<file path="config.mk">
export PLATFORM = sky130hd
export DESIGN_NAME = draw_text_char_32x32_flat
export DESIGN_NICKNAME = d
export VERILOG_FILES = /design/src/rtl/vga_text_pkg.sv /design/src/rtl/draw_text_char_32x32_if.sv /design/src/rtl/vga_timing_delay.sv /design/src/rtl/draw_text_char_32x32.sv /design/src/flat_wrapper.sv
export SDC_FILE = /design/constraint.sdc
export NUM_CORES = 1
export LEC_CHECK = 0
export ABC_AREA = 1
export CAP_MARGIN = 20
export CELL_PAD_IN_SITES_DETAIL_PLACEMENT = 1
export CELL_PAD_IN_SITES_GLOBAL_PLACEMENT = 1
export CORE_AREA = 5 5 117 119
export CTS_CLUSTER_SIZE = 28
export DETAILED_ROUTE_END_ITERATION = 8
export DIE_AREA = 0 0 122 124
export PLACE_DENSITY_LB_ADDON = 0.15
export SETUP_SLACK_MARGIN = 0.4
export SYNTH_ARGS = -nofsm -noshare
export SYNTH_HDL_FRONTEND = slang
export SYNTH_SLANG_ARGS = --single-unit
</file>
<file path="constraint.sdc">
create_clock -name clk -period 1.9 [get_ports clk]
set_clock_uncertainty 0.1 [all_clocks]
set_input_delay 0.38 -clock clk [delete_from_list [all_inputs] [get_ports clk]]
set_output_delay 0.38 -clock clk [all_outputs]
set_load 0.05 [all_outputs]
</file>
<file path="src/rtl/vga_text_pkg.sv">
// Shared widths and the VGA timing bundle for the text overlay pipeline.
package vga_text_pkg;
   localparam int GLYPH_W     = 16;
   localparam int GLYPH_H     = 16;
   localparam int CHAR_CODE_W = 7;
   localparam int CHAR_YX_W   = 10;
   localparam int RGB_W       = 12;

   typedef struct packed {
      logic [10:0] hcount;
      logic [10:0] vcount;
      logic        hsync;
      logic        vsync;
      logic        hblnk;
      logic        vblnk;
   } vga_timing_t;
endpackage

</file>
<file path="src/rtl/draw_text_char_32x32_if.sv">
// Pixel stream in/out plus the character-ROM and font-ROM links of the text overlay.
interface draw_text_char_32x32_if;
   import vga_text_pkg::*;

   logic [10:0]            hcount_in;
   logic [10:0]            vcount_in;
   logic                   hsync_in;
   logic                   vsync_in;
   logic                   hblnk_in;
   logic                   vblnk_in;
   logic [RGB_W-1:0]       rgb_in;
   logic [CHAR_CODE_W-1:0] char_code;
   logic [15:0]            font_row;
   logic [CHAR_YX_W-1:0]   char_yx;
   logic [3:0]             char_line;
   logic [10:0]            hcount_out;
   logic [10:0]            vcount_out;
   logic                   hsync_out;
   logic                   vsync_out;
   logic                   hblnk_out;
   logic                   vblnk_out;
   logic [RGB_W-1:0]       rgb_out;

   modport master (
      output hcount_in, vcount_in, hsync_in, vsync_in, hblnk_in, vblnk_in, rgb_in,
      output char_code, font_row,
      input  char_yx, char_line,
      input  hcount_out, vcount_out, hsync_out, vsync_out, hblnk_out, vblnk_out, rgb_out
   );

   modport slave (
      input  hcount_in, vcount_in, hsync_in, vsync_in, hblnk_in, vblnk_in, rgb_in,
      input  char_code, font_row,
      output char_yx, char_line,
      output hcount_out, vcount_out, hsync_out, vsync_out, hblnk_out, vblnk_out, rgb_out
   );
endinterface

</file>
<file path="src/rtl/vga_timing_delay.sv">
// N-stage delay line for the VGA timing bundle and colour; latency N clk.
// No backpressure: shifts one pixel per clk unconditionally.
module vga_timing_delay
   import vga_text_pkg::*;
#(
   parameter int N = 3
) (
   input  logic             clk,
   input  logic             rst_n,
   input  vga_timing_t      timing_in,
   input  logic [RGB_W-1:0] rgb_in,
   output vga_timing_t      timing_out,
   output logic [RGB_W-1:0] rgb_out
);
   vga_timing_t      timing_q [N];
   logic [RGB_W-1:0] rgb_q    [N];

   always_ff @(posedge clk or negedge rst_n) begin
      if (!rst_n) begin
         for (int i = 0; i < N; i++) begin
            timing_q[i] <= '0;
            rgb_q[i]    <= '0;
         end
      end else begin
         timing_q[0] <= timing_in;
         rgb_q[0]    <= rgb_in;
         for (int i = 1; i < N; i++) begin
            timing_q[i] <= timing_q[i-1];
            rgb_q[i]    <= rgb_q[i-1];
         end
      end
   end

   assign timing_out = timing_q[N-1];
   assign rgb_out    = rgb_q[N-1];
endmodule

</file>
<file path="src/rtl/draw_text_char_32x32.sv">
// Overlays a 32x32-cell text grid (16x16 glyphs) on the pixel stream; 4 clk latency.
// No backpressure: one pixel per clk, ROM lookups are fixed-latency.
module draw_text_char_32x32
   import vga_text_pkg::*;
#(
   parameter int unsigned      X_POS     = 256,
   parameter int unsigned      Y_POS     = 64,
   parameter int unsigned      TEXT_COLS = 32,
   parameter int unsigned      TEXT_ROWS = 20,
   parameter logic [RGB_W-1:0] FG_COLOR  = 12'hFFF
) (
   input logic                   clk,
   input logic                   rst_n,
   draw_text_char_32x32_if.slave bus
);
   localparam logic [10:0] X_LO = 11'(X_POS);
   localparam logic [10:0] X_HI = 11'(X_POS + TEXT_COLS * GLYPH_W);
   localparam logic [10:0] Y_LO = 11'(Y_POS);
   localparam logic [10:0] Y_HI = 11'(Y_POS + TEXT_ROWS * GLYPH_H);

   logic [8:0]       rel_x;
   logic [8:0]       rel_y;
   logic             in_region;
   vga_timing_t      timing_in;
   vga_timing_t      timing_s3;
   logic [RGB_W-1:0] rgb_s3;
   logic [3:0]       line_s1;
   logic [3:0]       col_s1, col_s2, col_s3;
   logic             in_s1, in_s2, in_s3;
   logic [3:0]       bit_idx;
   logic             pix;

   assign rel_x     = 9'(bus.hcount_in - X_LO);
   assign rel_y     = 9'(bus.vcount_in - Y_LO);
   // Lower bounds are explicit so pixels left of / above the area never alias in via wrap.
   assign in_region = (bus.hcount_in >= X_LO) && (bus.hcount_in < X_HI) &&
                      (bus.vcount_in >= Y_LO) && (bus.vcount_in < Y_HI);

   assign timing_in = '{hcount: bus.hcount_in, vcount: bus.vcount_in,
                        hsync:  bus.hsync_in,  vsync:  bus.vsync_in,
                        hblnk:  bus.hblnk_in,  vblnk:  bus.vblnk_in};

   vga_timing_delay #(.N(3)) u_timing_delay (
      .clk        (clk),
      .rst_n      (rst_n),
      .timing_in  (timing_in),
      .rgb_in     (bus.rgb_in),
      .timing_out (timing_s3),
      .rgb_out    (rgb_s3)
   );

   // Font row MSB is the leftmost pixel.
   assign bit_idx = 4'd15 - col_s3;
   assign pix     = bus.font_row[bit_idx];

   always_ff @(posedge clk or negedge rst_n) begin
      if (!rst_n) begin
         bus.char_yx    <= '0;
         bus.char_line  <= '0;
         line_s1        <= '0;
         col_s1         <= '0;
         col_s2         <= '0;
         col_s3         <= '0;
         in_s1          <= 1'b0;
         in_s2          <= 1'b0;
         in_s3          <= 1'b0;
         bus.hcount_out <= '0;
         bus.vcount_out <= '0;
         bus.hsync_out  <= 1'b0;
         bus.vsync_out  <= 1'b0;
         bus.hblnk_out  <= 1'b0;
         bus.vblnk_out  <= 1'b0;
         bus.rgb_out    <= '0;
      end else begin
         bus.char_yx   <= in_region ? {rel_y[8:4], rel_x[8:4]} : '0;
         line_s1       <= rel_y[3:0];
         col_s1        <= rel_x[3:0];
         in_s1         <= in_region;
         // char_line lands with char_code so {char_code, char_line} is a coherent font address.
         bus.char_line <= line_s1;
         col_s2        <= col_s1;
         in_s2         <= in_s1;
         col_s3        <= col_s2;
         in_s3         <= in_s2;

         bus.hcount_out <= timing_s3.hcount;
         bus.vcount_out <= timing_s3.vcount;
         bus.hsync_out  <= timing_s3.hsync;
         bus.vsync_out  <= timing_s3.vsync;
         bus.hblnk_out  <= timing_s3.hblnk;
         bus.vblnk_out  <= timing_s3.vblnk;
         if (timing_s3.hblnk || timing_s3.vblnk)
            bus.rgb_out <= '0;
         else if (in_s3 && pix)
            bus.rgb_out <= FG_COLOR;
         else
            bus.rgb_out <= rgb_s3;
      end
   end
endmodule

</file>
<file path="src/flat_wrapper.sv">
// flat-port wrapper written by rule: the top's interface ports become plain ports
module draw_text_char_32x32_flat import vga_text_pkg::*;
#(
   parameter int unsigned      X_POS     = 256,
   parameter int unsigned      Y_POS     = 64,
   parameter int unsigned      TEXT_COLS = 32,
   parameter int unsigned      TEXT_ROWS = 20,
   parameter logic [RGB_W-1:0] FG_COLOR  = 12'hFFF
)
  (clk, rst_n, bus_hcount_in, bus_vcount_in, bus_hsync_in, bus_vsync_in, bus_hblnk_in, bus_vblnk_in, bus_rgb_in, bus_char_code, bus_font_row, bus_char_yx, bus_char_line, bus_hcount_out, bus_vcount_out, bus_hsync_out, bus_vsync_out, bus_hblnk_out, bus_vblnk_out, bus_rgb_out);
  draw_text_char_32x32_if bus_i ();
  input logic clk;
  input logic rst_n;
  input wire logic [$bits(bus_i.hcount_in)-1:0] bus_hcount_in;
  input wire logic [$bits(bus_i.vcount_in)-1:0] bus_vcount_in;
  input wire logic [$bits(bus_i.hsync_in)-1:0] bus_hsync_in;
  input wire logic [$bits(bus_i.vsync_in)-1:0] bus_vsync_in;
  input wire logic [$bits(bus_i.hblnk_in)-1:0] bus_hblnk_in;
  input wire logic [$bits(bus_i.vblnk_in)-1:0] bus_vblnk_in;
  input wire logic [$bits(bus_i.rgb_in)-1:0] bus_rgb_in;
  input wire logic [$bits(bus_i.char_code)-1:0] bus_char_code;
  input wire logic [$bits(bus_i.font_row)-1:0] bus_font_row;
  output wire logic [$bits(bus_i.char_yx)-1:0] bus_char_yx;
  output wire logic [$bits(bus_i.char_line)-1:0] bus_char_line;
  output wire logic [$bits(bus_i.hcount_out)-1:0] bus_hcount_out;
  output wire logic [$bits(bus_i.vcount_out)-1:0] bus_vcount_out;
  output wire logic [$bits(bus_i.hsync_out)-1:0] bus_hsync_out;
  output wire logic [$bits(bus_i.vsync_out)-1:0] bus_vsync_out;
  output wire logic [$bits(bus_i.hblnk_out)-1:0] bus_hblnk_out;
  output wire logic [$bits(bus_i.vblnk_out)-1:0] bus_vblnk_out;
  output wire logic [$bits(bus_i.rgb_out)-1:0] bus_rgb_out;
  assign bus_i.hcount_in = bus_hcount_in;
  assign bus_i.vcount_in = bus_vcount_in;
  assign bus_i.hsync_in = bus_hsync_in;
  assign bus_i.vsync_in = bus_vsync_in;
  assign bus_i.hblnk_in = bus_hblnk_in;
  assign bus_i.vblnk_in = bus_vblnk_in;
  assign bus_i.rgb_in = bus_rgb_in;
  assign bus_i.char_code = bus_char_code;
  assign bus_i.font_row = bus_font_row;
  assign bus_char_yx = bus_i.char_yx;
  assign bus_char_line = bus_i.char_line;
  assign bus_hcount_out = bus_i.hcount_out;
  assign bus_vcount_out = bus_i.vcount_out;
  assign bus_hsync_out = bus_i.hsync_out;
  assign bus_vsync_out = bus_i.vsync_out;
  assign bus_hblnk_out = bus_i.hblnk_out;
  assign bus_vblnk_out = bus_i.vblnk_out;
  assign bus_rgb_out = bus_i.rgb_out;
  draw_text_char_32x32 #(.X_POS(X_POS), .Y_POS(Y_POS), .TEXT_COLS(TEXT_COLS), .TEXT_ROWS(TEXT_ROWS), .FG_COLOR(FG_COLOR)) u_core (.clk(clk), .rst_n(rst_n), .bus(bus_i));
endmodule
</file>
Yosys cells after proc, flatten, opt, wreduce, memory -nomap -nowiden. Cells that the tools add are included.

Flip-flop bits (word level): 185. Bits of input ports: 63. Output and inout port bits: 52. Word-level logic and storage cells: 55.

Add/subtract/negate cells: 3. $lt $le $gt $ge: 5. Muxes and demuxes: 5. Reduce and logical (&&, ||, !) cells: 5.

Operators by type and width (count): $mux W12 (2); $ge A11 B7 Y1 const B (1); $ge A11 B9 Y1 const B (1); $lt A11 B10 Y1 const B (1); $lt A11 B9 Y1 const B (1); $mux W10 (1); $sub A9 B7 Y9 const B (1); $sub A9 B9 Y9 const B (1); $lt A4 B5 Y1 const B (1); $bmux W1 S4 (1); $logic_and A1 B1 Y1 (4); $sub A4 B4 Y4 const A (1); $logic_or A1 B1 Y1 (1); $mux W1 (1).

Depth between registers and ports, before layout. Gate-level depths: netlist of run 1.

Depth in word-level cells: 6. Gate-level depth with buffers: 11. Gate-level depth less buffers: 9.

By module. From an unflattened synthesis of run 1, not the netlist that was laid out.

Cells, all modules: 336. Area total of the unflattened synthesis: 5485.3 um^2.

Modules (own cells, without submodules): vga_timing_delay (times used 1, cells an instance 152, area each 3138.0 um^2, seq. area each 2852.7 um^2); draw_text_char_32x32 (times used 1, cells an instance 184, area each 2347.3 um^2, seq. area each 1776.7 um^2).

Least setup slack after synthesis of run 1. Ideal clock, no wire load.

Path kind: register to register. From: register u_core.col_s3[0]. To: register u_core.bus.rgb_out[0]. Setup time: 0.147 ns. Data arrival time: 1.131 ns. Required time: 1.653 ns. Path slack: 0.522 ns. Stages on the path, launching flop included: 11. Buffers on the path: 2. Clock period less this slack: 1.378 ns. Cell sequence: dfrtp_1 -> buf_6 -> inv_8 -> nand2_2 -> nand3_1 -> nand3_1 -> nand3_1 -> nand2_1 -> nand2_2 -> buf_6 -> a21oi_2.

Word-level cells in the longest chain between the ends: 6.

RTL lines: start, declared (line draw_text_char_32x32.sv:28) `logic [3:0] col_s1, col_s2, col_s3;`; start signal, assigned (line draw_text_char_32x32.sv:83) `col_s3 <= col_s2;`; $sub A4 B4 Y4 (line draw_text_char_32x32.sv:53) `assign bit_idx = 4'd15 - col_s3;`; $bmux W1 S4 (line draw_text_char_32x32.sv:54) `assign pix = bus.font_row[bit_idx];`; $mux W1 (not written as such) (line draw_text_char_32x32.sv:54); $logic_and A1 B1 Y1 (line draw_text_char_32x32.sv:94) `else if (in_s3 && pix)`; $mux W12 (line draw_text_char_32x32.sv:94); $mux W12 (line draw_text_char_32x32.sv:92) `if (timing_s3.hblnk || timing_s3.vblnk)`; end signal, assigned (line draw_text_char_32x32.sv:97) `bus.rgb_out <= rgb_s3;`; end, declared (line draw_text_char_32x32_if.sv:35) `output hcount_out, vcount_out, hsync_out, vsync_out, hblnk_out, vblnk_out, rgb_out`.

Every way passes these cells. The select of a mux whose other input is x is not followed.

Final worst setup path of run 1.
From: register u_core.col_s3[0]. To: register u_core.bus.rgb_out[11].

Same word-level chain as after synthesis.

==> impl_summary.log, run 1 <==
[metrics] Internal Dissipation: 0.00581 W
[metrics] clock tree from TritonCTS: built
[metrics] post-route core utilization: 0.536
[metrics] Critical Path Source Type: flip-flop
[metrics] worst hold stages: 1
[metrics] total CTS buffers: 17
[metrics] routed len/inst: 13.9 µm
[metrics] largest delay contributor family on the critical path: simple AND/OR/NAND/NOR gates
[metrics] hold_sp: bus_hcount_in[9]
[metrics] placer's final routability congestion estimate: 0.696
[metrics] time the worst path needs with I/O delays and setup: 1490 ps
[metrics] overall die area: 15100 µm²
[metrics] setup slack of the most critical reg-to-reg path: 410 ps
[metrics] clock slew at reported path FFs: 60 ps
[metrics] Setup Crit Path Kind: flip-flop to flip-flop
[metrics] Detail Placement HPWL: 5450 µm
[metrics] sum of routed wire length over all layers: 8370 µm
[metrics] Hold Path Class: input pin to flip-flop
[metrics] area growth from synthesis to final layout: 41.6%
[metrics] Max clock buf depth: 2
[metrics] count of nets after finishing: 482
[metrics] number of detailed-route iterations in the first pass: 4
[metrics] unique cell type count in the Yosys netlist: 19
[metrics] total track usage: 0.123
[metrics] setup slack after placement: -143 ps
[metrics] Post-Layout Inst Area: 6680 µm²
[metrics] Syn. warnings: 0
[metrics] power density over the cells: 1120 nW/µm²
[metrics] core area: 12500 µm²
[metrics] endpoint required time on the critical path: 2070 ps
[metrics] number of buffer cells added on primary ports: 107
[metrics] diodes inserted: 0
[metrics] clk root buf: clkbuf_16
[metrics] fill cell count: 1220
[metrics] vias after detailed routing: 2425
[metrics] Max Fanout on Critical Path: 6
[metrics] portion of total power attributed to combinational logic: 0.076
[metrics] initial DRC count: 88
[metrics] Leakage Power: 3.26 nW
[metrics] relative max-transition margin: 0.727
[metrics] insertion delay to the later sink of the worst-skew pair: 400 ps
[metrics] fraction of power consumed by sequential logic: 0.498
[metrics] most frequent standard cell in the layout excluding fill and tap cells: dfrtp_1
[metrics] sequence of cells on the critical path: buf_12 -> nand2_2 -> nand2_1 -> nand2_1 -> nand3_2 -> nand3_2 -> nand2_4 -> nand2_4 -> a21oi_1
[metrics] first-pass GRT wire length: 13800 µm
[metrics] final count of hold timing violations: 0
[metrics] Rows: 41
[metrics] portion of the post-synthesis area used by sequential elements: 0.875
[metrics] Setup violations, final: 0
[metrics] Crit path buffers/inverters: 1
[metrics] Synth Register Bits: 165
[metrics] final period utilization: 0.782
[metrics] worst reg2reg path endpoint: u_core.bus.rgb_out[11]$_DFF_PN0_
[metrics] Die Span X: 122 µm
[metrics] Slew @ Worst Pin: 409 ps
[metrics] initial antenna violation count: 0
[metrics] CTS Sinks: 165
[metrics] Clk pwr share: 0.426
[metrics] maximum number of pins on one net before global-route repair: 47
[metrics] H-tree depth reported by CTS: 4
[metrics] Worst Setup End Kind: flip-flop
[metrics] Overflow after GRT: 0
[metrics] CP max-delay cell: dfrtp_2
[metrics] number of maximum-capacitance violations: 0
[metrics] I/O pin count: 115
[metrics] depth of the worst register-to-register path: 9
[metrics] highest clock frequency the design can meet: 673 MHz
[metrics] Synthesized Nets: 346
[metrics] die extent in y: 124 µm
[metrics] vias in the first global route: 2814
[metrics] layout cells sized above 1: 0.333
[metrics] Starting Density: 0.379
[metrics] final critical-path setup slack: 414 ps
[metrics] Final Slew Violations: 0
[metrics] Largest stage delay, worst path: 480 ps
[metrics] count of antenna-violating nets left after detailed routing: 0
[metrics] number of cells produced by synthesis: 281
[metrics] status: completed
[metrics] fraction of power spent switching nets: 0.225
[metrics] remaining design rule violation count: 0
[metrics] summed instance area of the synthesized netlist: 4720 µm²
[metrics] switching power total: 0.00169 W
[metrics] DR vias/cell: 4.03
[metrics] Placement Cell Area: 5910 µm²
[metrics] syn avg cell area: 16.8 µm²
[metrics] startpoint of the most critical register-to-register path: u_core.col_s3[0]$_DFF_PN0_
[metrics] Hold Path End: u_core.u_timing_delay.timing_q[76]$_DFF_PN0_
[metrics] peak supply drop: 0.000611 V
[metrics] commonest non-fill, non-tap cells in the layout: 164 x dfrtp_1, 57 x buf_4, 43 x clkdlybuf4s50_1, 34 x inv_1, 17 x clkbuf_16
[metrics] RSZ-0062 raised after global routing: yes
[metrics] Crit path arrival time: 1660 ps
## layer usage
metal / share of wire / track usage
met1: 0.35 / 0.133
met2: 0.55 / 0.209
met3: 0.081 / 0.0531
met5: 0 / 0
met4: 0.016 / 0.0616
## power groups by stage
| stage | Sequential, W | Clock [W] | Combinational [W] |
|---|---|---|---|
| 2_1_floorplan | 0.00393 | 0 | 0.0000964 |
| 3_3_place_gp | 0.00379 | 0 | 0.000534 |
| 3_5_place_dp | 0.00380 | 0 | 0.000545 |
| 4_1_cts | 0.00374 | 0.00330 | 0.000579 |
| 5_1_grt | 0.00375 | 0.00347 | 0.000614 |
| 6_report | 0.00373 | 0.00319 | 0.000570 |
## final cells by class
type / instances / area [µm²] / share of cell area
inverters: 38 / 150 / 0.0225
clock inverters: 11 / 98.8 / 0.0148
repair inverters: 1 / 7.51 / 0.00112
flip-flops and latches: 165 / 4130 / 0.618
clock buffers: 21 / 470 / 0.0704
repair buffers: 122 / 1120 / 0.168
multi-input cells: 72 / 488 / 0.0730
well taps: 172 / 215 / 0.0322
## how the worst max path moves through the flow
stage               cells after the start  slack (ps)                  startpoint                               end
floorplan                              10         520  u_core.col_s3[0]$_DFF_PN0_   u_core.bus.rgb_out[0]$_DFF_PN0_
global placement                        9         -20            bus_vcount_in[7]   u_core.bus.char_yx[8]$_DFF_PN0_
detailed placement                      9        -140            bus_vcount_in[7]   u_core.bus.char_yx[4]$_DFF_PN0_
CTS                                    10         400            bus_vcount_in[7]            u_core.in_s1$_DFF_PN0_
global route                            9         340  u_core.col_s3[0]$_DFF_PN0_  u_core.bus.rgb_out[11]$_DFF_PN0_
finish                                  9         410  u_core.col_s3[0]$_DFF_PN0_  u_core.bus.rgb_out[11]$_DFF_PN0_
## cell usage after synthesis, drive strengths merged
| cell | number | area, µm² |
|---|---|---|
| nor4 | 1 | 6.26 |
| nand4 | 1 | 6.26 |
| or2 | 1 | 6.26 |
| dfrtp | 165 | 4130 |
| ha | 2 | 25.0 |
| nand3 | 13 | 65.1 |
| xor2 | 1 | 8.76 |
| a21oi | 12 | 97.6 |
| nand2 | 24 | 105 |
| inv | 38 | 150 |
| clkbuf | 1 | 3.75 |
| xnor2 | 1 | 8.76 |
| buf | 6 | 52.6 |
| nor2 | 15 | 56.3 |
## logic make-up after synthesis
| family | Yosys count | synth area share |
|---|---|---|
| DFF | 165 | 0.875 |
| buffers and inverters | 45 | 0.0437 |
| AOI/OAI and AO/OA | 12 | 0.0207 |
| and+or+nand+nor | 55 | 0.0519 |
| xor gates and xnor gates | 2 | 0.00371 |
| adders and majority gates | 2 | 0.00530 |
## worst register-to-register path: stages (launching register included)
cell and delay (ps):
dfrtp_2 480, buf_12 150, nand2_2 50, nand2_1 50, nand2_1 90, nand3_2 80
nand3_2 90, nand2_4 70, nand2_4 110, a21oi_1 80
## flip-flops by register name, summed over array words and instances (netlist names)
name / count
u_core.col_s3: 3
u_core.u_timing_delay.rgb_q: 24
u_core.bus.char_line: 3
u_core.line_s1: 3
u_core.bus.vblnk_out: 1
u_core.in_s2: 1
u_core.bus.char_yx: 10
u_core.col_s1: 3
u_core.in_s1: 1
u_core.bus.hsync_out: 1
u_core.u_timing_delay.timing_out: 23
u_core.in_s3: 1
u_core.bus.rgb_out: 12
u_core.col_s2: 3
u_core.bus.hcount_out: 11
u_core.u_timing_delay.rgb_out: 12
u_core.bus.vsync_out: 1
u_core.bus.hblnk_out: 1
u_core.bus.vcount_out: 11
u_core.u_timing_delay.timing_q: 40
## repair_timing
action	CTS	global route
hold endpoints to repair	41	0
gates resized for setup	37	8
pin swaps	7	6
gates cloned	2	0
setup endpoints to repair	22	27
buffers inserted	6	0
hold buffers	1	0
## metrics by stage
stage | instances | total power, W | setup TNS [ps] | hold slack (ps)
global route | 602 | 0.00783 | 0 | 41.9
global placement | 561 | 0.00432 | -205 | 226
floorplan | 281 | 0.00403 | 0 | -15.6
CTS | 602 | 0.00761 | 0 | 96.1
detailed placement | 561 | 0.00434 | -1250 | 231
finish | 602 | 0.00749 | 0 | 52.4
Power figures use the tool's default switching activity.
==> inputs of run 2 (changes only) <==
Settings changed: CORE_AREA 5 5 117 119 to 5 5 121 123, DIE_AREA 0 0 122 124 to 0 0 126 128.
Clock period 1.9 ns to 1.27 ns, I/O delays scaled along.
==> run 2 against run 1 <==
The flow now finishes with violations (negative hold slack, negative setup slack); wire length up 10%; total power grew 61%; cell area increased by 15%; via count grew 5.3%; fmax fell by 2.3%; worst setup slack worse by 660 ps; critical path type unchanged; largest cell class unchanged.
==> impl_summary.log, run 2 (synthesis gave the netlist of run 1 again) <==
[metrics] status: finished with violations (was completed)
[metrics] violated checks: negative hold slack, negative setup slack
[metrics] Internal Dissipation: 0.00941 W (was 0.00581 W)
[metrics] Rows: 43 (was 41)
[metrics] clock slew at reported path FFs: 60 ps (about the same)
[metrics] core area: 13600 µm² (was 12500 µm²)
[metrics] Leakage Power: 3.51 nW (was 3.26 nW)
[metrics] fraction of power consumed by sequential logic: 0.468 (was 0.498)
[metrics] Setup Crit Path Kind: flip-flop to flip-flop (unchanged)
[metrics] fraction of power spent switching nets: 0.218 (was 0.225)
[metrics] time the worst path needs with I/O delays and setup: 1520 ps (was 1490 ps)
[metrics] vias after detailed routing: 2553 (was 2425)
[metrics] number of flip-flops under the largest register name: 40 (unchanged)
[metrics] total track usage: 0.127 (was 0.123)
[metrics] die extent in y: 128 µm (was 124 µm)
[metrics] placed instance count: 578 (was 561)
[metrics] Clk pwr share: 0.440 (was 0.426)
[metrics] Detail Placement HPWL: 6140 µm (was 5450 µm)
[metrics] CTS Sinks: 165 (unchanged)
[metrics] Worst Setup End Kind: flip-flop (unchanged)
[metrics] Slew @ Worst Pin: 366 ps (was 409 ps)
[metrics] area growth from synthesis to final layout: 63.1% (was 41.6%)
[metrics] overall die area: 16100 µm² (was 15100 µm²)
[metrics] insertion delay to the later sink of the worst-skew pair: 410 ps (was 400 ps)
[metrics] Setup violations, final: 64 (was 0)
[metrics] I/O pin count: 115 (unchanged)
[metrics] RSZ-0062 raised after global routing: yes (unchanged)
[metrics] footprint of the flip-flops and latches: 4180 µm² (was 4130 µm²)
[metrics] Overflow after GRT: 0 (unchanged)
[metrics] Hold Path Class: input pin to asynchronous set/reset pin (was input pin to flip-flop)
[metrics] power density over the cells: 1560 nW/µm² (was 1120 nW/µm²)
[metrics] clk root buf: clkbuf_16 (unchanged)
[metrics] vias in the first global route: 3038 (was 2814)
[metrics] Starting Density: 0.348 (was 0.379)
[metrics] diodes inserted: 0 (unchanged)
[metrics] DR vias/cell: 4.05 (was 4.03)
[metrics] commonest non-fill, non-tap cells in the layout: 126 x dfrtp_1, 60 x buf_12, 40 x clkdlybuf4s50_1, 39 x dfrtp_2, 32 x inv_1 (was 164 x dfrtp_1, 57 x buf_4, 43 x clkdlybuf4s50_1, 34 x inv_1, 17 x clkbuf_16)
[metrics] initial antenna violation count: 1 (was 0)
[metrics] Max clock buf depth: 2 (unchanged)
[metrics] Crit path arrival time: 1760 ps (was 1660 ps)
[metrics] Die Span X: 126 µm (was 122 µm)
[metrics] remaining design rule violation count: 0 (unchanged)
[metrics] final count of hold timing violations: 165 (was 0)
[metrics] number of buffer cells added on primary ports: 107 (unchanged)
[metrics] area taken by multi-input logic gates: 503 µm² (was 488 µm²)
[metrics] clock tree from TritonCTS: built (unchanged)
[metrics] Critical Path Source Type: flip-flop (unchanged)
[metrics] first-pass GRT wire length: 15400 µm (was 13800 µm)
[metrics] Max Fanout on Critical Path: 8 (was 6)
[metrics] peak supply drop: 0.000785 V (was 0.000611 V)
[metrics] worst hold slack: -370 ps (was 52.4 ps)
[metrics] sum of routed wire length over all layers: 9210 µm (was 8370 µm)
[metrics] Top reg by flops: u_core.u_timing_delay.timing_q (unchanged)
[metrics] fill cell count: 1273 (was 1220)
[metrics] Final Slew Violations: 0 (unchanged)
[metrics] Layout Cells excl Fill: 631 (was 602)
[metrics] most frequent standard cell in the layout excluding fill and tap cells: dfrtp_1 (unchanged)
[metrics] H-tree depth reported by CTS: 4 (unchanged)
[metrics] number of detailed-route iterations in the first pass: 5 (was 4)
[metrics] relative max-transition margin: 0.756 (was 0.727)
[metrics] initial DRC count: 52 (was 88)
[metrics] final critical-path setup slack: -251 ps (was 414 ps)
[metrics] post-route core utilization: 0.568 (was 0.536)
[metrics] count of nets after finishing: 503 (was 482)
[metrics] routed len/inst: 14.6 µm (was 13.9 µm)
[metrics] final period utilization: 1.20 (was 0.782)
[metrics] count of antenna-violating nets left after detailed routing: 0 (unchanged)
[metrics] endpoint required time on the critical path: 1500 ps (was 2070 ps)
[metrics] portion of total power attributed to combinational logic: 0.092 (was 0.076)
[metrics] number of maximum-capacitance violations: 0 (unchanged)
[metrics] switching power total: 0.00262 W (was 0.00169 W)
[metrics] highest clock frequency the design can meet: 658 MHz (was 673 MHz)
[metrics] layout cells sized above 1: 0.439 (was 0.333)
[metrics] total CTS buffers: 17 (unchanged)
[metrics] placer's final routability congestion estimate: 0.761 (was 0.696)
[metrics] maximum number of pins on one net before global-route repair: 30 (was 47)
==> run 2: final cells by class <==
cell class,count,area share
clock inverter,12,0.0229
timing repair buffer,144,0.257
clock buffer,20,0.0580
multi-input combinational,71,0.0653
sequential,165,0.543
timing repair inverter,1,0.000975
inverter,38,0.0234
tap,180,0.0293
==> run 2: through the flow <==
stage	cell area (µm²)	TNS [ps]	total power (W)	hold WS [ps]	setup WS [ps]
2_1_floorplan	4810	-1070	0.00605	-142	-107
3_3_place_gp	6760	-11400	0.00674	66.8	-642
3_5_place_dp	6760	-12080	0.00677	66.1	-675
4_1_cts	7600	-7020	0.0122	-379	-269
5_1_grt	7700	-8420	0.0125	-377	-331
6_report	7700	-5380	0.0120	-370	-251
==> run 2: power by group through the flow <==
stage / logic (W) / clock network, W / registers [W]
after floorplan: 0.000153 / 0 / 0.00589
after global placement: 0.00102 / 0 / 0.00572
after detailed placement: 0.00104 / 0 / 0.00573
after CTS: 0.00110 / 0.00545 / 0.00564
after global routing: 0.00118 / 0.00570 / 0.00565
final: 0.00110 / 0.00530 / 0.00563
==> run 2: worst max-delay path: stages (launching register included) <==
cell and delay (ps):
dfrtp_2 420, buf_12 140, clkinv_8 60, nand2_2 40
nand2_1 50, nand2_1 50, nand3_1 60, nand3_1 90
nand2_2 90, nand2_4 80, clkbuf_16 170, a21oi_2 100
==> run 2: repair_timing <==
| action | 4_1_cts | 5_1_grt |
|---|---|---|
| gates resized for setup | 70 | 21 |
| cloned | 1 | 1 |
| endpoints found under the setup margin | 75 | 75 |
| hold endpoints to repair | 174 | 165 |
| hold buffers | 9 | 2 |
| pin swaps | 15 | 10 |
| setup buffers | 7 | 1 |
==> run 2: final timing paths <==
path / from / endpoint / slack, ps / depth (start not counted)
worst min-delay path: rst_n / u_core.bus.rgb_out[9]$_DFF_PN0_ / -370 / 1
worst max register to register: u_core.col_s3[0]$_DFF_PN0_ / u_core.bus.rgb_out[7]$_DFF_PN0_ / -250 / 11
max in group asynchronous: rst_n / u_core.bus.char_yx[5]$_DFF_PN0_ / 960 / 2
min in group clk: bus_hcount_in[8] / u_core.bus.char_yx[4]$_DFF_PN0_ / 10 / 3
worst max-delay path: u_core.col_s3[0]$_DFF_PN0_ / u_core.bus.rgb_out[7]$_DFF_PN0_ / -250 / 11
worst min register to register: u_core.u_timing_delay.timing_q[53]$_DFF_PN0_ / u_core.u_timing_delay.timing_q[27]$_DFF_PN0_ / 240 / 0
==> run 2: routing by layer <==
layer / share of wire / wire length [µm] / vias up / global-route usage
li1: - / - / 1165 / -
met1: 0.35 / 3270 / 1281 / 0.129
met2: 0.54 / 5000 / 83 / 0.216
met3: 0.075 / 692 / 22 / 0.0629
met4: 0.026 / 239 / 2 / 0.0650
met5: 0.0014 / 13 / - / 0
==> inputs of run 3 (changes only) <==
Settings changed: CELL_PAD_IN_SITES_DETAIL_PLACEMENT 1 to 0.
==> run 3 against run 2 <==
The flow still finishes with violations (negative hold slack, negative setup slack); largest power group unchanged; total power up 1.5%; non-clock buffer count increased by 4; critical path depth shrank 2; global-route usage decreased by 1.6 points; final cell count up 0.63%; clock-buffer cell count down 2; utilization increased by 0.77 points; combinational power about the same; sequential power barely moved; register-to-register slack better by 20 ps; hold slack got worse by 6.7 ps; critical endpoint is now u_core.bus.rgb_out[0]$_DFF_PN0_; first-iteration DRC count rose by 27%.
==> impl_summary.log, run 3 (synthesis gave the netlist of run 1 again) <==
[metrics] initial antenna violation count: 1 (unchanged)
[metrics] Rows: 43 (unchanged)
[metrics] DR vias/cell: 3.92 (was 4.05)
[metrics] maximum number of pins on one net before global-route repair: 30 (unchanged)
[metrics] diodes inserted: 0 (unchanged)
[metrics] final critical-path setup slack: -229 ps (was -251 ps)
[metrics] total CTS buffers: 17 (unchanged)
[metrics] initial DRC count: 66 (was 52)
[metrics] fill cell count: 1084 (was 1273)
[metrics] Setup Crit Path Kind: flip-flop to flip-flop (unchanged)
[metrics] clk root buf: clkbuf_16 (unchanged)
[metrics] Internal Dissipation: 0.00949 W (was 0.00941 W)
[metrics] violated checks: negative hold slack, negative setup slack (unchanged)
[metrics] Die Span X: 126 µm (unchanged)
[metrics] vias in the first global route: 2745 (was 3038)
[metrics] sum of routed wire length over all layers: 8070 µm (was 9210 µm)
[metrics] final count of hold timing violations: 165 (unchanged)
[metrics] I/O pin count: 115 (unchanged)
[metrics] core area: 13600 µm² (unchanged)
[metrics] Worst Setup End Kind: flip-flop (unchanged)
[metrics] Clk pwr share: 0.448 (was 0.440)
[metrics] setup slack of the most critical reg-to-reg path: -230 ps (was -250 ps)
[metrics] status: finished with violations (unchanged)
[metrics] Top reg by flops: u_core.u_timing_delay.timing_q (unchanged)
[metrics] startpoint of the most critical register-to-register path: u_core.col_s3[0]$_DFF_PN0_ (unchanged)
[metrics] vias after detailed routing: 2491 (was 2553)
[metrics] clock tree from TritonCTS: built (unchanged)
[metrics] routed len/inst: 12.7 µm (was 14.6 µm)
[metrics] first-pass GRT wire length: 13600 µm (was 15400 µm)
[metrics] placer's final routability congestion estimate: 0.761 (unchanged)
[metrics] Detail Placement HPWL: 5370 µm (was 6140 µm)
[metrics] fraction of power consumed by sequential logic: 0.461 (was 0.468)
[metrics] H-tree depth reported by CTS: 4 (unchanged)
[metrics] Setup violations, final: 64 (unchanged)
[metrics] time the worst path needs with I/O delays and setup: 1500 ps (was 1520 ps)
[metrics] number of detailed-route iterations in the first pass: 4 (was 5)
[metrics] highest clock frequency the design can meet: 667 MHz (was 658 MHz)
[metrics] die extent in y: 128 µm (unchanged)
[metrics] Post-Route Setup TNS: -5200 ps (was -5380 ps)
[metrics] total track usage: 0.111 (was 0.127)
[metrics] count of nets after finishing: 507 (was 503)
[metrics] relative max-transition margin: 0.763 (was 0.756)
[metrics] Starting Density: 0.348 (unchanged)
[metrics] CTS Sinks: 165 (unchanged)
[metrics] power density over the cells: 1570 nW/µm² (was 1560 nW/µm²)
[metrics] insertion delay to the later sink of the worst-skew pair: 410 ps (about the same)
[metrics] worst hold slack: -377 ps (was -370 ps)
[metrics] overall die area: 16100 µm² (unchanged)
[metrics] RSZ-0062 raised after global routing: yes (unchanged)
[metrics] count of antenna-violating nets left after detailed routing: 0 (unchanged)
[metrics] Slew @ Worst Pin: 355 ps (was 366 ps)
[metrics] Leakage Power: 3.58 nW (was 3.51 nW)
[metrics] Max Fanout on Critical Path: 10 (was 8)
[metrics] layout cells sized above 1: 0.488 (was 0.439)
[metrics] clock slew at reported path FFs: 70 ps (was 60 ps)
[metrics] Critical Path Source Type: flip-flop (unchanged)
[metrics] portion of total power attributed to combinational logic: 0.091 (was 0.092)
[metrics] Overflow after GRT: 0 (unchanged)
[metrics] Max clock buf depth: 2 (unchanged)
[metrics] area taken by multi-input logic gates: 576 µm² (was 503 µm²)
[metrics] endpoint required time on the critical path: 1510 ps (was 1500 ps)
[metrics] Hold Path Class: input pin to asynchronous set/reset pin (unchanged)
[metrics] footprint of the flip-flops and latches: 4180 µm² (unchanged)
[metrics] most frequent standard cell in the layout excluding fill and tap cells: dfrtp_1 (unchanged)
[metrics] remaining design rule violation count: 0 (unchanged)
[metrics] Crit path arrival time: 1730 ps (was 1760 ps)
[metrics] number of maximum-capacitance violations: 0 (unchanged)
[metrics] setup slack after placement: -649 ps (was -675 ps)
[metrics] startpoint of the most critical setup path: u_core.col_s3[0]$_DFF_PN0_ (unchanged)
[metrics] number of buffer cells added on primary ports: 107 (unchanged)
[metrics] area growth from synthesis to final layout: 65.3% (was 63.1%)
[metrics] final period utilization: 1.18 (was 1.20)
[metrics] peak supply drop: 0.000908 V (was 0.000785 V)
[metrics] number of flip-flops under the largest register name: 40 (unchanged)
[metrics] commonest non-fill, non-tap cells in the layout: 126 x dfrtp_1, 59 x buf_12, 40 x clkdlybuf4s50_1, 39 x dfrtp_2, 32 x inv_1 (was 126 x dfrtp_1, 60 x buf_12, 40 x clkdlybuf4s50_1, 39 x dfrtp_2, 32 x inv_1)
[metrics] Final Slew Violations: 0 (unchanged)
[metrics] switching power total: 0.00272 W (was 0.00262 W)
[metrics] fraction of power spent switching nets: 0.223 (was 0.218)
## run 3: changes by cell type in the layout (fill, tap and decap cells not counted), sizes merged, moves of 2 or more
cell and delta:
inv +7, dlymetal6s4s +2, buf +4, clkinv -4, clkdlybuf4s15 -2, clkbuf -2
## run 3: critical path, stage by stage, from the launching register on
cell,delay [ps]
dfrtp_2,470
buf_6,160
nand2_4,60
nand3_2,70
nand3_2,90
nand3_2,60
nand2_2,90
nand2_4,70
buf_12,150
a21oi_2,120
## run 3: worst paths after layout
check | to | depth (start not counted)
max in group asynchronous | u_core.bus.char_yx[5]$_DFF_PN0_ | 2
worst min register to register | u_core.u_timing_delay.rgb_q[20]$_DFF_PN0_ | 0
worst max-delay path | u_core.bus.rgb_out[0]$_DFF_PN0_ | 9
worst min-delay path | u_core.bus.rgb_out[9]$_DFF_PN0_ | 1
worst max register to register | u_core.bus.rgb_out[0]$_DFF_PN0_ | 9
min in group clk | u_core.bus.char_yx[4]$_DFF_PN0_ | 3
## run 3: layout make-up
cell class	count	share of cell area
Clock buffer	18	0.0563
Clock inverter	14	0.0269
Inverter	38	0.0225
Multi-Input combinational cell	71	0.0738
Sequential cell	165	0.536
Tap cell	180	0.0289
Timing Repair Buffer	148	0.255
Timing Repair inverter	1	0.000962
## run 3: metal layers
metal | vias up | wire length [µm] | GRT usage
met5 | - | 7 | 0
met4 | 2 | 163 | 0.0517
met3 | 17 | 775 | 0.0617
met2 | 87 | 4150 | 0.177
met1 | 1210 | 2980 | 0.120
li1 | 1175 | - | -
## run 3: power groups by stage
stage | combinational (W) | sequential, W | clock (W)
floorplan | 0.000153 | 0.00589 | 0
global placement | 0.00102 | 0.00572 | 0
detailed placement | 0.00103 | 0.00573 | 0
CTS | 0.00110 | 0.00563 | 0.00562
global route | 0.00119 | 0.00565 | 0.00585
finish | 0.00111 | 0.00563 | 0.00547
## run 3: stage by stage
stage | cells | instance area, µm² | total power (W) | utilization
2_1_floorplan | 281 | 4810 | 0.00605 | -
3_3_place_gp | 578 | 6760 | 0.00674 | 0.499
3_5_place_dp | 578 | 6760 | 0.00676 | 0.499
4_1_cts | 628 | 7690 | 0.0123 | 0.567
5_1_grt | 635 | 7800 | 0.0127 | 0.575
6_report | 635 | 7800 | 0.0122 | 0.575
## run 3: timing repair
item / CTS / global route
setup buffers: 7 / 4
gates cloned: 1 / 0
gates resized for setup: 87 / 29
setup endpoints to repair: 75 / 77
pin swaps: 15 / 12
endpoints found under the hold margin: 176 / 163
hold buffers: 10 / 3
